--- config.mk ---
export PLATFORM = sky130hd
export DESIGN_NAME = fetch_unit_flat
export DESIGN_NICKNAME = d
export VERILOG_FILES = /design/src/rtl/fetch_unit_if.sv /design/src/rtl/fetch_unit.sv /design/src/flat_wrapper.sv
export SDC_FILE = /design/constraint.sdc
export NUM_CORES = 1
export LEC_CHECK = 0
export CORE_ASPECT_RATIO = 1.25
export CORE_MARGIN = 10
export CORE_UTILIZATION = 40
export CTS_CLUSTER_SIZE = 12
export DETAILED_ROUTE_END_ITERATION = 8
export MAX_ROUTING_LAYER = met4
export PLACE_DENSITY = 0.63
export SLEW_MARGIN = 5
export SYNTH_ARGS = -nofsm -noshare
export SYNTH_HDL_FRONTEND = slang
export SYNTH_SLANG_ARGS = --single-unit
--- constraint.sdc ---
create_clock -name clk -period 6.45 [get_ports clk]
set_input_delay 0.9675 -clock clk [delete_from_list [all_inputs] [get_ports clk]]
set_output_delay 0.9675 -clock clk [all_outputs]
set_load 0.005 [all_outputs]
--- src/rtl/fetch_unit_if.sv ---
// Instruction-memory read port between fetch_unit (master) and the memory (slave).
interface fetch_unit_if;
    localparam int unsigned XLEN = 32;

    logic            imem_re;
    logic [XLEN-1:0] imem_addr;
    logic [XLEN-1:0] imem_rdata;

    modport master (output imem_re, output imem_addr, input  imem_rdata);
    modport slave  (input  imem_re, input  imem_addr, output imem_rdata);
endinterface

--- src/rtl/fetch_unit.sv ---
// Instruction fetch: issues word reads, buffers up to two {insn, pc} entries for decode.
// Optional FETCH_PERF_EN adds perf_fetch / perf_flush / perf_stall counters.
module fetch_unit #(
    parameter logic [31:0] RESET_PC = 32'h0000_0000
) (
    input  logic        clk,
    input  logic        reset,
    input  logic        run,
    input  logic        stall,
    input  logic        redirect_en,
    input  logic [31:0] redirect_pc,
    fetch_unit_if.master imem,
    output logic [31:0] insn,
    output logic [31:0] pc,
    output logic        insn_valid,
    output logic        run_out
`ifdef FETCH_PERF_EN
    ,
    output logic [31:0] perf_fetch,
    output logic [31:0] perf_flush,
    output logic [31:0] perf_stall
`endif
);

    localparam int unsigned XLEN     = 32;
    localparam int unsigned CNT_W    = 3;
    localparam logic [XLEN-1:0] NOP_INSN = 32'h0000_0013;
    localparam logic [XLEN-1:0] PC_STEP  = 32'd4;
    localparam logic [XLEN-1:0] ALIGN_MASK = 32'hFFFF_FFFC;

    typedef struct packed {
        logic [XLEN-1:0] insn;
        logic [XLEN-1:0] pc;
    } qent_t;

    typedef enum logic {
        IDLE  = 1'b0,
        FETCH = 1'b1
    } state_t;

    state_t          state;
    logic [XLEN-1:0] fetch_pc;
    qent_t           q0, q1;
    logic            v0, v1;
    logic            resp_v;
    logic [XLEN-1:0] resp_pc;
    logic            run_q;

    qent_t           q0_n, q1_n, new_ent;
    logic            v0_n, v1_n;
    logic            pop_c;
    logic            issue_c;
    logic [1:0]      occ_c;
    logic [XLEN-1:0] fetch_pc_n;

    // A pop this cycle frees a slot for the read issued now, which lands one cycle later.
    assign pop_c   = v0 & ~stall;
    assign occ_c   = 2'(v0) + 2'(v1);
    assign issue_c = (state == FETCH) & ~redirect_en &
                     ((CNT_W'(occ_c) + CNT_W'(resp_v)) < (CNT_W'(2) + CNT_W'(pop_c)));

    assign imem.imem_re   = issue_c;
    assign imem.imem_addr = fetch_pc;

    assign insn       = q0.insn;
    assign pc         = q0.pc;
    assign insn_valid = v0;
    assign run_out    = run_q;

    // Queue next state: redirect flushes everything, else pop then push the returning read.
    always_comb begin
        q0_n    = q0;
        q1_n    = q1;
        v0_n    = v0;
        v1_n    = v1;
        new_ent = '{insn: imem.imem_rdata, pc: resp_pc};
        if (redirect_en) begin
            v0_n = 1'b0;
            v1_n = 1'b0;
        end else begin
            if (pop_c) begin
                q0_n = q1;
                v0_n = v1;
                v1_n = 1'b0;
            end
            if (resp_v) begin
                if (!v0_n) begin
                    q0_n = new_ent;
                    v0_n = 1'b1;
                end else begin
                    q1_n = new_ent;
                    v1_n = 1'b1;
                end
            end
        end
        if (!v0_n) q0_n = '{insn: NOP_INSN, pc: '0};
        if (!v1_n) q1_n = '{insn: NOP_INSN, pc: '0};
    end

    always_comb begin
        fetch_pc_n = fetch_pc;
        if (redirect_en)  fetch_pc_n = redirect_pc & ALIGN_MASK;
        else if (issue_c) fetch_pc_n = fetch_pc + PC_STEP;
    end

    // State, queue and in-flight tracking; a read issued during a redirect is never tracked.
    always_ff @(posedge clk or negedge reset) begin
        if (!reset) begin
            state    <= IDLE;
            fetch_pc <= RESET_PC;
            q0       <= '{insn: NOP_INSN, pc: '0};
            q1       <= '{insn: NOP_INSN, pc: '0};
            v0       <= 1'b0;
            v1       <= 1'b0;
            resp_v   <= 1'b0;
            resp_pc  <= '0;
            run_q    <= 1'b0;
        end else begin
            state    <= run ? FETCH : IDLE;
            fetch_pc <= fetch_pc_n;
            q0       <= q0_n;
            q1       <= q1_n;
            v0       <= v0_n;
            v1       <= v1_n;
            resp_v   <= issue_c;
            resp_pc  <= fetch_pc;
            run_q    <= run;
        end
    end

`ifdef FETCH_PERF_EN
    always_ff @(posedge clk or negedge reset) begin
        if (!reset) begin
            perf_fetch <= '0;
            perf_flush <= '0;
            perf_stall <= '0;
        end else begin
            perf_fetch <= perf_fetch + XLEN'(issue_c);
            perf_flush <= perf_flush + XLEN'(redirect_en);
            perf_stall <= perf_stall + XLEN'(v0 & stall);
        end
    end
`endif

endmodule

--- src/flat_wrapper.sv ---
// flat-port wrapper written by rule: the top's interface ports become plain ports
module fetch_unit_flat 
#(
    parameter logic [31:0] RESET_PC = 32'h0000_0000
)
  (clk, reset, run, stall, redirect_en, redirect_pc, insn, pc, insn_valid, run_out, imem_imem_re, imem_imem_addr, imem_imem_rdata);
  fetch_unit_if imem_i ();
  input  logic clk;
  input  logic reset;
  input  logic run;
  input  logic stall;
  input  logic redirect_en;
  input  logic [31:0] redirect_pc;
  output logic [31:0] insn;
  output logic [31:0] pc;
  output logic insn_valid;
  output logic run_out;
  output wire logic [$bits(imem_i.imem_re)-1:0] imem_imem_re;
  output wire logic [$bits(imem_i.imem_addr)-1:0] imem_imem_addr;
  input wire logic [$bits(imem_i.imem_rdata)-1:0] imem_imem_rdata;
  assign imem_imem_re = imem_i.imem_re;
  assign imem_imem_addr = imem_i.imem_addr;
  assign imem_i.imem_rdata = imem_imem_rdata;
  fetch_unit #(.RESET_PC(RESET_PC)) u_core (.clk(clk), .reset(reset), .run(run), .stall(stall), .redirect_en(redirect_en), .redirect_pc(redirect_pc), .imem(imem_i), .insn(insn), .pc(pc), .insn_valid(insn_valid), .run_out(run_out));
endmodule
==> out/results.txt <==
The average instance in the mapped netlist occupies 11.89 sq um. The tools report the highest achievable clock rate as 251.5 MHz. Before antenna repair, the detailed router went through 4 iterations. The total overflow left after global routing is 0.

The final route contains 5822 vias. Counting instances, the worst hold path has a depth of 0. The uppermost layer routed is met4. The final-report hold violation count is 0, and the final wirelength is 20860 microns.

The number of flip-flops and latches in the synthesized netlist is 191. STA classifies the critical path startpoint as a flop. For the H-tree level count, the log shows 4. The final period demand of the worst path works out to 3977 ps. The run gives 0 as the initial antenna violation count.

The floorplan die height came out at 177.8 microns. The synthesized netlist cell count came out at 670. Setup violations remaining at the end of the flow were counted as 0. The run gives 430 ps as the clock latency on the worst-skew pair.

The final critical path takes up 61.65% of the cycle. The die is 146.2 microns wide. Starting utilization of the core area: 40.76%. The tools report the core footprint as 0.01954 sq mm. The routed length on met2 is 10490 microns, and the number of unique standard cell types used by synthesis is 45. Gates resized during post-CTS repair numbered 0.

Of the total synthesized cell area, the portion taken by full adders, half adders and majority gates is 0.4084%. For the multi-input gate area in the final layout, the log shows 0.002995 sq mm. The logs give 168 for the number of top-level design ports and 57 for the number of rows in the core area. The first-pass GRT wire length was 34180 microns. Simple-gate share of the synthesized area: 9.818%.

In the synthesized netlist, mux cells make up 8.624% of the area. Buffers added to address setup during post-CTS repair amount to 0. Summing all flip-flop and latch instances after layout gives 0.004787 sq mm. In this run the tightest slew margin relative to its limit is 18.74%.

The completed layout was analyzed and its total power is 2.560 mW. In the final routed layout, each cell accounts on average for 19.14 microns. The worst setup path is captured at a primary output. The run gives 16.71% as the total routing usage reported by global routing. The tools report the met1 layer wirelength in the final routing as 9262 microns.

The die covers 0.02599 sq mm. Detailed routing placed a total of 895 microns of wire on met3. Entering global routing, the biggest net connects 122 pins. The arrival time at the worst endpoint is 3010 ps.

Sorting the synthesized cells by area gives the leading types as sky130_fd_sc_hd__dfrtp_1, sky130_fd_sc_hd__mux2i_1, sky130_fd_sc_hd__a22o_1. The number of max-cap violations is 0. After synthesis, the most frequently instantiated cells are sky130_fd_sc_hd__dfrtp_1, sky130_fd_sc_hd__nor2_1, sky130_fd_sc_hd__mux2i_1. After filler insertion, the fill cell instance count of the layout stands at 1724. The most instantiated library cell after synthesis was sky130_fd_sc_hd__dfrtp_1. The run gives 0.1747 mV as the worst supply voltage drop on vdd. After synthesis the cells add up to 0.007965 sq mm. The number of synthesized flops with an enable pin is 0. The path type of the worst min-delay path is flop to flop.

Once detail routing completed, the nets flagged for antenna violations numbered 0. Synthesis-to-finish area growth: 30.51%. At the pin with the least slew margin, the transition time is 1219 ps. The number of nets at the end of the flow is 883.

The main combinational cell family by area after synthesis was compound AO/OA/AOI/OAI gates. The clock net in this run drives a total of 191 sinks. The number of antenna diodes in the final layout is 0. The proportion of netlist area held by the largest area contributor came out at 58.12%.

The setup skew after layout is 11.76 ps. Routability-driven placement finished with a final weighted congestion of 0.7926. For the initial DRC count, the log shows 375.

Root cell of the clock tree: sky130_fd_sc_hd__clkbuf_16. Data on the critical path is required at its endpoint by 5480 ps. Among all flip-flop cells after synthesis, the most frequent one is sky130_fd_sc_hd__dfrtp_1. The via count of the first global-routing pass came out at 6260. In the routed design, unresolved DRC markers number 0.

Total power density per cell area: 246.3 mW/mm^2. The number of buffers added by the clock tree synthesis step is 17, and the number of pins with negative max-slew slack in the final report is 0. The logs give 0 for the Yosys warning count and 0 ps for the final-layout setup total negative slack.

Buffers inserted to repair hold after CTS numbered 0. The logs give 4.738 nW for the standby leakage power and 13890 microns for the detailed placement HPWL. The path depth of the worst reg2reg path came out at 6. The share of the synthesized area in compound gates (AO/OA/AOI/OAI) was 15.54%. TritonCTS built the clock tree.

The maximum fanout along the worst path works out to 7. The run gives 60.10% as the fraction of the yosys area taken by sequential cells. Port buffering added 163 buffers. Setup repair after global routing left no endpoint under its margin. Proportion of layout cells with a drive suffix above 1: 8.121%. The flow ran to the end, and the final reports show no timing, DRC or antenna violations. Leading area contributor after synthesis: sky130_fd_sc_hd__dfrtp_1. Clock-pin slew was measured on the worst setup and hold paths at 80 ps.

Of the total synthesized cell area, the portion taken by XOR and XNOR cells is 2.639%. Of all flip-flops after synthesis, the portion carrying an async set or reset was 100.0%. The critical path class was flop to primary output.

The via-per-instance ratio was 5.341. In this run the deepest clock path goes through 2 buffers.
## critical path, cell delays in order (launching register included)
cell and delay [ps]:
sky130_fd_sc_hd__dfrtp_1 600, sky130_fd_sc_hd__fa_1 480, sky130_fd_sc_hd__or3b_4 460, sky130_fd_sc_hd__a21oi_4 290, sky130_fd_sc_hd__and2_1 210, sky130_fd_sc_hd__clkdlybuf4s50_1 520
## cell usage in the layout, fill, tap and decap left out, types with 5 or more instances in the layout
| master | instances |
|---|---|
| sky130_fd_sc_hd__dfstp_2 | 6 |
| sky130_fd_sc_hd__nand3_1 | 15 |
| sky130_fd_sc_hd__a22o_1 | 59 |
| sky130_fd_sc_hd__o21ai_1 | 12 |
| sky130_fd_sc_hd__nand4_1 | 13 |
| sky130_fd_sc_hd__xnor2_1 | 10 |
| sky130_fd_sc_hd__mux2_2 | 5 |
| sky130_fd_sc_hd__buf_4 | 7 |
| sky130_fd_sc_hd__mux2i_1 | 63 |
| sky130_fd_sc_hd__a211oi_1 | 59 |
| sky130_fd_sc_hd__clkdlybuf4s50_1 | 161 |
| sky130_fd_sc_hd__nor2_1 | 66 |
| sky130_fd_sc_hd__nand2_1 | 46 |
| sky130_fd_sc_hd__inv_8 | 5 |
| sky130_fd_sc_hd__inv_1 | 6 |
| sky130_fd_sc_hd__o21ai_0 | 14 |
| sky130_fd_sc_hd__xor2_1 | 14 |
| sky130_fd_sc_hd__dfrtp_1 | 185 |
| sky130_fd_sc_hd__and3_1 | 7 |
| sky130_fd_sc_hd__clkbuf_16 | 17 |
## flip-flops by register name, indices dropped and copies added (netlist names)
name	cells
u_core.resp_pc	30
u_core.insn	32
u_core.q1	63
u_core.resp_v	1
u_core.pc	32
u_core.imem.imem_addr	30
u_core.run_out	1
u_core.insn_valid	1
u_core.v1	1
## path summary, 6_finish.rpt
path | startpoint | to | slack [ps]
max | u_core.resp_v$_DFF_PN0_ | imem_imem_re | 2470
min | u_core.imem.imem_addr[14]$_DFFE_PN0P_ | u_core.resp_pc[14]$_DFF_PN0_ | 410
max reg2reg | u_core.resp_v$_DFF_PN0_ | u_core.imem.imem_addr[24]$_DFFE_PN0P_ | 3680
min reg2reg | u_core.imem.imem_addr[14]$_DFFE_PN0P_ | u_core.resp_pc[14]$_DFF_PN0_ | 410
max in group asynchronous | reset | u_core.resp_pc[6]$_DFF_PN0_ | 4310
min in group asynchronous | reset | u_core.imem.imem_addr[4]$_DFFE_PN0P_ | 640
## cell families (layout without fill, tap and decap cells)
| kind of cell | after synthesis | after routing |
|---|---|---|
| buffers and inverters | 55 | 209 |
| multiplexers | 68 | 68 |
| flip-flops | 191 | 191 |
| AND/OR/NAND/NOR | 168 | 168 |
| adder cells (fa/ha/maj) | 2 | 2 |
| AO/OA/AOI/OAI | 161 | 161 |
| other | 1 | 2 |
| XOR/XNOR | 24 | 24 |
## layout make-up
type | count | share of cell area (%)
sequential | 191 | 46.05
inverter | 7 | 0.2528
tap | 265 | 3.190
timing repair buffer | 170 | 16.19
clock inverter | 15 | 1.408
clock buffer | 17 | 4.092
multi-input combinational | 425 | 28.82
## per-layer routing
layer	track usage [%]	vias up
met1	20.44	2952
li1	-	2700
met3	3.694	14
met4	4.678	0
met5	-	-
met2	27.43	156
## through the flow
step	instance area [sq um]	utilization, %	cells	setup WS [ps]	hold WS, ps
2_1_floorplan	7969	-	671	3627	395.8
3_3_place_gp	9823	50.27	1058	2453	404.9
3_5_place_dp	9823	50.27	1058	2441	399.3
4_1_cts	10400	53.20	1090	2429	420.6
5_1_grt	10400	53.20	1090	2334	446.4
6_report	10400	53.20	1090	2473	413.6
## power by group
| group | leakage, nW | switching [mW] | internal, mW | total (mW) |
|---|---|---|---|---|
| Sequential | 2.51 | 0.0513 | 1.25 | 1.30 |
| Combinational | 1.96 | 0.121 | 0.127 | 0.249 |
| Clock | 0.269 | 0.501 | 0.514 | 1.01 |
| Total | 4.74 | 0.673 | 1.89 | 2.56 |
(Power assumes the default switching activity.)
